--- src/rtl/irq_pkg.sv ---
// irq_pkg: shared types and defaults for the interrupt controller.
//   irq_state_t        - controller FSM states
//   VEC_BASE_DEFAULT   - default handler address of source 0
//   VEC_STRIDE_DEFAULT - default byte spacing between handler entry points
//   SYNC_STAGES_MIN    - shallowest synchroniser allowed
//   id_width()         - width of a source index (at least one bit)
package irq_pkg;

  typedef enum logic [1:0] {
    IRQ_IDLE    = 2'd0,
    IRQ_REQ     = 2'd1,
    IRQ_SERVICE = 2'd2
  } irq_state_t;

  localparam logic [31:0] VEC_BASE_DEFAULT   = 32'h0000_0100;
  localparam int unsigned VEC_STRIDE_DEFAULT = 4;
  localparam int unsigned SYNC_STAGES_MIN    = 2;

  function automatic int unsigned id_width(input int unsigned n);
    return (n > 1) ? $clog2(n) : 1;
  endfunction

endpackage

--- src/rtl/irq_sync.sv ---
// irq_sync: one interrupt source's input conditioning.
//   clk         - core clock
//   rst         - synchronous active-low reset
//   src_i       - asynchronous interrupt line, active high
//   edge_mode_i - 1: rising-edge latched, 0: level
//   clr_i       - acknowledge of this source (ignored in level mode)
//   pend_o      - registered pending bit
module irq_sync
  import irq_pkg::*;
#(
  parameter int unsigned SYNC_STAGES = SYNC_STAGES_MIN
) (
  input  logic clk,
  input  logic rst,
  input  logic src_i,
  input  logic edge_mode_i,
  input  logic clr_i,
  output logic pend_o
);

  logic [SYNC_STAGES-1:0] sync_q;
  logic [SYNC_STAGES-1:0] sync_d;
  logic                   sync_s;
  logic                   s_q;
  logic                   rise;
  logic                   pend_q;
  logic                   pend_d;

  assign sync_s = sync_q[SYNC_STAGES-1];
  assign sync_d = {sync_q[SYNC_STAGES-2:0], src_i};
  assign rise   = sync_s & ~s_q;

  // In edge mode a rise in the same cycle as the clear wins so that edge is
  // not lost. In level mode the bit loads the same value as s_q, so it mirrors
  // the registered synchronised level.
  always_comb begin
    pend_d = pend_q;
    if (edge_mode_i) begin
      pend_d = rise | (pend_q & ~clr_i);
    end else begin
      pend_d = sync_s;
    end
  end

  // Everything clears on reset, so a line already high at release looks like
  // a rising edge.
  always_ff @(posedge clk) begin
    if (!rst) begin
      sync_q <= '0;
      s_q    <= 1'b0;
      pend_q <= 1'b0;
    end else begin
      sync_q <= sync_d;
      s_q    <= sync_s;
      pend_q <= pend_d;
    end
  end

  assign pend_o = pend_q;

endmodule

--- src/rtl/irq_ctrl.sv ---
// irq_ctrl: multi-source vectored interrupt controller.
//   clk, rst       - core clock, synchronous active-low reset
//   irq_src        - asynchronous interrupt lines
//   edge_mode      - per source: 1 edge-latched, 0 level
//   irq_mask       - per source: 1 masked (pending still latches)
//   irq_en         - global enable, gates only the IDLE->REQ step
//   irq_req        - request to flush and redirect
//   irq_id         - source being requested or serviced
//   irq_vec_addr   - handler address for irq_id
//   irq_ack        - pipeline accepted the request; ack_pc is the return PC
//   irq_ret        - handler returned
//   in_service     - handler active
//   epc            - captured return PC
//   pending        - pending vector
module irq_ctrl
  import irq_pkg::*;
#(
  parameter int unsigned          NUM_SRC     = 4,
  parameter int unsigned          ADDR_W      = 32,
  parameter logic [ADDR_W-1:0]    VEC_BASE    = ADDR_W'(VEC_BASE_DEFAULT),
  parameter int unsigned          VEC_STRIDE  = VEC_STRIDE_DEFAULT,
  parameter int unsigned          SYNC_STAGES = SYNC_STAGES_MIN,
  localparam int unsigned         ID_W        = id_width(NUM_SRC)
) (
  input  logic                clk,
  input  logic                rst,
  input  logic [NUM_SRC-1:0]  irq_src,
  input  logic [NUM_SRC-1:0]  edge_mode,
  input  logic [NUM_SRC-1:0]  irq_mask,
  input  logic                irq_en,
  output logic                irq_req,
  output logic [ID_W-1:0]     irq_id,
  output logic [ADDR_W-1:0]   irq_vec_addr,
  input  logic                irq_ack,
  input  logic [ADDR_W-1:0]   ack_pc,
  input  logic                irq_ret,
  output logic                in_service,
  output logic [ADDR_W-1:0]   epc,
  output logic [NUM_SRC-1:0]  pending
);

  irq_state_t          state_q;
  logic                req_q;
  logic                svc_q;
  logic [ID_W-1:0]     id_q;
  logic [ADDR_W-1:0]   vec_q;
  logic [ADDR_W-1:0]   epc_q;

  logic [NUM_SRC-1:0]  pend;
  logic [NUM_SRC-1:0]  elig;
  logic [NUM_SRC-1:0]  clr;
  logic [ID_W-1:0]     win;
  logic                any_elig;

  function automatic logic [ADDR_W-1:0] vec_addr(input logic [ID_W-1:0] id);
    return VEC_BASE + ADDR_W'(id) * ADDR_W'(VEC_STRIDE);
  endfunction

  for (genvar i = 0; i < NUM_SRC; i++) begin : g_src
    // Only the source actually being acknowledged is cleared.
    assign clr[i] = (state_q == IRQ_REQ) && irq_ack && (id_q == ID_W'(i));

    irq_sync #(
      .SYNC_STAGES (SYNC_STAGES)
    ) u_sync (
      .clk         (clk),
      .rst         (rst),
      .src_i       (irq_src[i]),
      .edge_mode_i (edge_mode[i]),
      .clr_i       (clr[i]),
      .pend_o      (pend[i])
    );
  end

  assign elig     = pend & ~irq_mask;
  assign any_elig = |elig;

  // Fixed priority: lowest index wins, so scan from the top down.
  always_comb begin
    win = '0;
    for (int i = NUM_SRC - 1; i >= 0; i--) begin
      if (elig[i]) begin
        win = ID_W'(i);
      end
    end
  end

  // Once in REQ the request is held until acknowledged; mask and enable are
  // no longer consulted. id/vector/epc hold through IDLE until replaced.
  always_ff @(posedge clk) begin
    if (!rst) begin
      state_q <= IRQ_IDLE;
      req_q   <= 1'b0;
      svc_q   <= 1'b0;
      id_q    <= '0;
      vec_q   <= VEC_BASE;
      epc_q   <= '0;
    end else begin
      case (state_q)
        IRQ_IDLE: begin
          if (irq_en && any_elig) begin
            state_q <= IRQ_REQ;
            req_q   <= 1'b1;
            id_q    <= win;
            vec_q   <= vec_addr(win);
          end
        end
        IRQ_REQ: begin
          if (irq_ack) begin
            state_q <= IRQ_SERVICE;
            req_q   <= 1'b0;
            svc_q   <= 1'b1;
            epc_q   <= ack_pc;
          end
        end
        IRQ_SERVICE: begin
          if (irq_ret) begin
            state_q <= IRQ_IDLE;
            svc_q   <= 1'b0;
          end
        end
        default: begin
          state_q <= IRQ_IDLE;
          req_q   <= 1'b0;
          svc_q   <= 1'b0;
        end
      endcase
    end
  end

  assign irq_req      = req_q;
  assign in_service   = svc_q;
  assign irq_id       = id_q;
  assign irq_vec_addr = vec_q;
  assign epc          = epc_q;
  assign pending      = pend;

endmodule

--- config.mk ---
export PLATFORM = sky130hd
export DESIGN_NAME = irq_ctrl
export DESIGN_NICKNAME = d
export VERILOG_FILES = /design/src/rtl/irq_pkg.sv /design/src/rtl/irq_sync.sv /design/src/rtl/irq_ctrl.sv
export SDC_FILE = /design/constraint.sdc
export NUM_CORES = 1
export LEC_CHECK = 0
export ABC_AREA = 0
export BUFFER_PORTS_ARGS = -buffer_cell sky130_fd_sc_hd__buf_2
export CORE_ASPECT_RATIO = 0.75
export CORE_UTILIZATION = 40
export CTS_CLUSTER_SIZE = 10
export DETAILED_ROUTE_END_ITERATION = 10
export GPL_ROUTABILITY_DRIVEN = 0
export GPL_TIMING_DRIVEN = 0
export PLACE_DENSITY = 0.71
export SYNTH_ARGS = -nofsm -noshare
export SYNTH_HDL_FRONTEND = slang
export SYNTH_SLANG_ARGS = --single-unit
--- constraint.sdc ---
create_clock -name clk -period 2.1 [get_ports clk]
set_clock_uncertainty 0.15 [all_clocks]
set_input_delay 0.525 -clock clk [delete_from_list [all_inputs] [get_ports clk]]
set_output_delay 0.525 -clock clk [all_outputs]
set_load 0.05 [all_outputs]
Yosys cells after proc, flatten, opt, wreduce, memory -nomap -nowiden
Cells that the tools add are included.
{"block": "classes", "mux": 18, "bitwise": 24, "reduce_logical": 14, "n_eq_ne": 8, "addsub": 1}
{"cell": "2-bit 2-to-1 mux", "count": 7}
{"cell": "9-bit by 4-bit adder with 10-bit output, first input constant", "count": 1}
{"cell": "1-bit NOT", "count": 10}
{"cell": "3-bit AND reduction", "count": 3}
{"cell": "1-bit bitwise AND", "count": 8}
{"cell": "1-bit 2-to-1 mux", "count": 8}
{"cell": "2-bit == test, second input constant", "count": 3}
{"cell": "1-bit logical AND", "count": 6}
{"cell": "2-bit inequality test, second input constant", "count": 3}
{"cell": "1-bit one-hot mux with 3 select lines", "count": 2}
{"cell": "2-bit one-hot mux with 3 select lines", "count": 1}
{"cell": "4-bit bitwise AND", "count": 1}
{"cell": "2-bit by 1-bit == test with 1-bit output, second input constant", "count": 2}
{"cell": "2-bit logical NOT", "count": 2}
{"cell": "4-bit NOT", "count": 1}
{"cell": "1-bit OR", "count": 4}
{"cell": "2-bit AND reduction", "count": 2}
{"cell": "4-bit OR reduction", "count": 1}
{"block": "word_totals", "out_inout_bits": 72, "register_bits": 86, "wordCells": 83}

Logic depth before layout (Yosys ltp)
{"block": "logic_depth", "word_depth": 7, "mapped_depth": 5, "ltp_nobuf": 4}

Modules after synthesis
Synthesis repeated with hierarchy kept, for this count alone.
{"block": "hier_totals", "cells_unflattened": 256, "area_unflattened_um2": 2160.8}
{"module": "irq_ctrl", "n_inst": 1, "area_each_um2": 1675.4, "seq_area_each_um2": 760.7, "cells_each": 216}
{"module": "irq_sync", "n_inst": 4, "area_each_um2": 121.4, "seq_area_each_um2": 80.1, "cells_each": 10}

Worst setup path before layout
OpenSTA, ideal clock, no wires.
{"block": "synth_timing", "path_type": "reg-to-output", "start": "register, netlist name irq_id[1]", "end": "output port irq_vec_addr[3]", "slack_ns": 0.434, "stages_incl_launch_ff": 2, "t_required_ns": 1.425, "t_arrival_ns": 0.991, "cell_sequence": "dfxtp_1 buf_4"}
{"element": "end, declared", "line": "irq_ctrl.sv:33", "source": "output logic [ADDR_W-1:0] irq_vec_addr,"}

==> summary.md <==
| Metric | Value |
|---|---|
| Outcome | completed |
| Per-cell routed wire length | 9.568 um |
| Syn-to-layout area delta | 33.90% |
| Vias in the first global route | 1629 |
| Peak VDD IR | 0.4183 mV |
| # Post-CTS Setup Buffers | 0 |
| Top cell family by delay on the critical path | flip-flops |
| Gr ovfl total | 0 |
| Max H-tree Level | 2 |
| Critical path class | reg2out |
| Non-Filler Instances | 463 |
| Peak fanout along the critical path | 7 |
| Asr flop ratio synth | 0 |
| Pwr/cell area | 698.6 mW/mm^2 |
| Total track usage | 0.1528 |
| Hold Crit Class | in2reg |
| Cell accounting for the most synthesized area | dfxtp_1 |
| Top-count cell post-synth | nand2_1 |
| Synth Warn # | 0 |
| Syn_area_per_cell | 8.449 um^2 |
| Synth cell types | 28 |
| Largest net degree at the start of global routing | 17 |
| Max-slew violations | 0 |
| CTS tree | done |
| Share of cells above drive strength 1 | 0.3892 |
| # placed instances | 455 |
| Initial drt markers | 22 |
| Sinks on Clock Net | 54 |
| Input/output buffers | 89 |
| CTS Buf Count | 5 |
| Diode count | 0 |
| Die area | 0.005861 mm^2 |
| Die W | 88.07 um |
| CP peak stage delay | 470 ps |
| Required @ worst endpoint | 1420 ps |
| Static Leak | 1.457 nW |
| Synth Flop Type | dfxtp_1 |
| Total of max-cap violations | 0 |
| Hold-fix buffers, CTS | 0 |
| Die H | 66.55 um |
| Final setup viols | 0 |
| Initial antenna violation count | 0 |
| Post-layout min period | 1833 ps |
| First-pass GRT wire length | 7024 um |
| Fmax | 545.7 MHz |
| Row count | 23 |
| Post-cts resize count | 0 |
| Clock Pin Slew Worst Setup and Hold Paths | 90 ps |
| Synth top area cells | dfxtp_1 49%, nand2_1 13%, buf_4 12% |
| Area post-placement | 0.002867 mm^2 |
| FF+latch count, synth | 54 |
| Top cells by instance count after synthesis | 78 x nand2_1, 54 x dfxtp_1, 36 x buf_4 |
| Via-to-Cell Ratio | 4.132 |
| Cell Area, Synth | 0.002222 mm^2 |
| Core Box Area | 0.005353 mm^2 |
| Via count | 1913 |
| Post-route DRC | 0 |
| 1st-pass router iterations | 4 |
| Clock Path Buffers | 2 |
| RSZ-0062 raised after global routing | no |
| CP Launch Type | register |
| Layout net count | 436 |
| Slowest stage cell, crit path | dfxtp_1 |
| Worst-Skew Late Latency | 290 ps |
| Buf/Inv on CP | 2 |
| Mapped Cells | 263 |
| Sequential share of the synthesized area | 0.4865 |
| Hold Vio Cnt, Final | 0 |
| Post-DRT Antenna Nets | 0 |
| Clock Root Buffer | clkbuf_8 |
| Post-detail-place hpwl | 3377 um |
| Setup_tns | 0 ps |
| Initial cell density of the core | 0.4151 |
| Finished Cell Area | 0.002975 mm^2 |
| I/O pin total | 121 |
| Synth top area share | 0.4865 |
| Number of flops mapped to enable cells by yosys | 0 |
| CP Data Arrival Time | 1160 ps |
| Fin crit share | 0.8726 |
| CP Cell Sequence | buf_4, buf_2 |
| Routed WL | 4430 um |
| CP Capture Type | output pin |
[area by class of cell]
class                   count  area [um^2]
repair buffers             89        445.4
multi-input cells         187        875.8
well taps                  75        93.84
fillers                   532         2377
flip-flops and latches     54         1081
plain buffers              48        362.8
clock inverters             3        40.04
clock buffers               5        68.82
inverters                   2        7.507
[worst register-to-register path, stage by stage (launching register included)]
cell and delay (ps):
dfxtp_1 430, nand3b_2 250, buf_2 270, nand2_1 100, a21oi_2 130
[layout by cell type (no fill, tap or decap), types with 2 or more instances in the layout]
master    synthesis  final
a21oi_1          29     29
a21oi_2           7      7
a31oi_1           2      2
and2_1           12     12
buf_2             5     94
buf_4            36     36
buf_8             3      3
clkbuf_1          3      3
clkbuf_8          0      5
clkinv_2          0      2
conb_1            2     30
dfxtp_1          54     54
nand2_1          78     78
nand2b_1          4      4
nand3_1           4      4
nor2_1            4      4
nor3_1            2      2
nor3b_1           2      2
o21ai_0           5      5
[registers in the layout (all words and copies together), names as in the netlist]
signal and flops:
g_src.u_sync.s_q 4, epc 32, irq_req 1, irq_id 2
state_q 2, g_src.u_sync.pend_o 4, in_service 1, g_src.u_sync.sync_q 8
[report_power, final]
group	total (W)	internal, W	switching [W]	leakage (nW)
Combinational	0.000351	0.000111	0.000240	0.961
Clock	0.000667	0.000351	0.000316	0.0579
Sequential	0.00106	0.00105	0.0000122	0.438
[layer usage]
| layer | share of wire | vias to the layer above | GRT usage |
|---|---|---|---|
| met4 | 0.0036 | 0 | 0.03629 |
| met2 | 0.44 | 70 | 0.2607 |
| met5 | 0 | - | 0 |
| met1 | 0.47 | 813 | 0.1916 |
| met3 | 0.085 | 2 | 0.04213 |
| li1 | - | 1028 | - |
[logic make-up after synthesis]
family / share of synthesized area
mux: 0.004505
simple gates: 0.2185
buf+inv: 0.1667
other cells: 0.003380
compound gates: 0.1205
flops: 0.4865
[path summary, 6_finish.rpt]
check                                                           from                              endpoint  cells past startpoint  slack [ps]
worst max-delay path                          irq_id[0]$_SDFFE_PN0P_                       irq_vec_addr[2]                      2         270
worst min-delay path                                      irq_src[2]  g_src[2].u_sync.sync_q[0]$_SDFF_PN0_                      2         280
worst max register to register               state_q[1]$_SDFFE_PN0P_                  epc[22]$_SDFFE_PN0P_                      4         730
worst min register to register  g_src[1].u_sync.sync_q[0]$_SDFF_PN0_  g_src[1].u_sync.sync_q[1]$_SDFF_PN0_                      1         290
[metrics by stage]
stage	setup WS [ps]	hold WS [ps]	utilization	power, W
after global routing	205.9	274.0	0.5559	0.002169
after detailed placement	423.4	272.5	0.5355	0.001435
after global placement	431.6	264.2	0.5355	0.001433
after CTS	243.9	264.8	0.5559	0.002107
after floorplan	434.4	261.9	-	0.001360
final	267.5	280.6	0.5559	0.002078
Note: power is estimated with default switching activity, not from simulation.
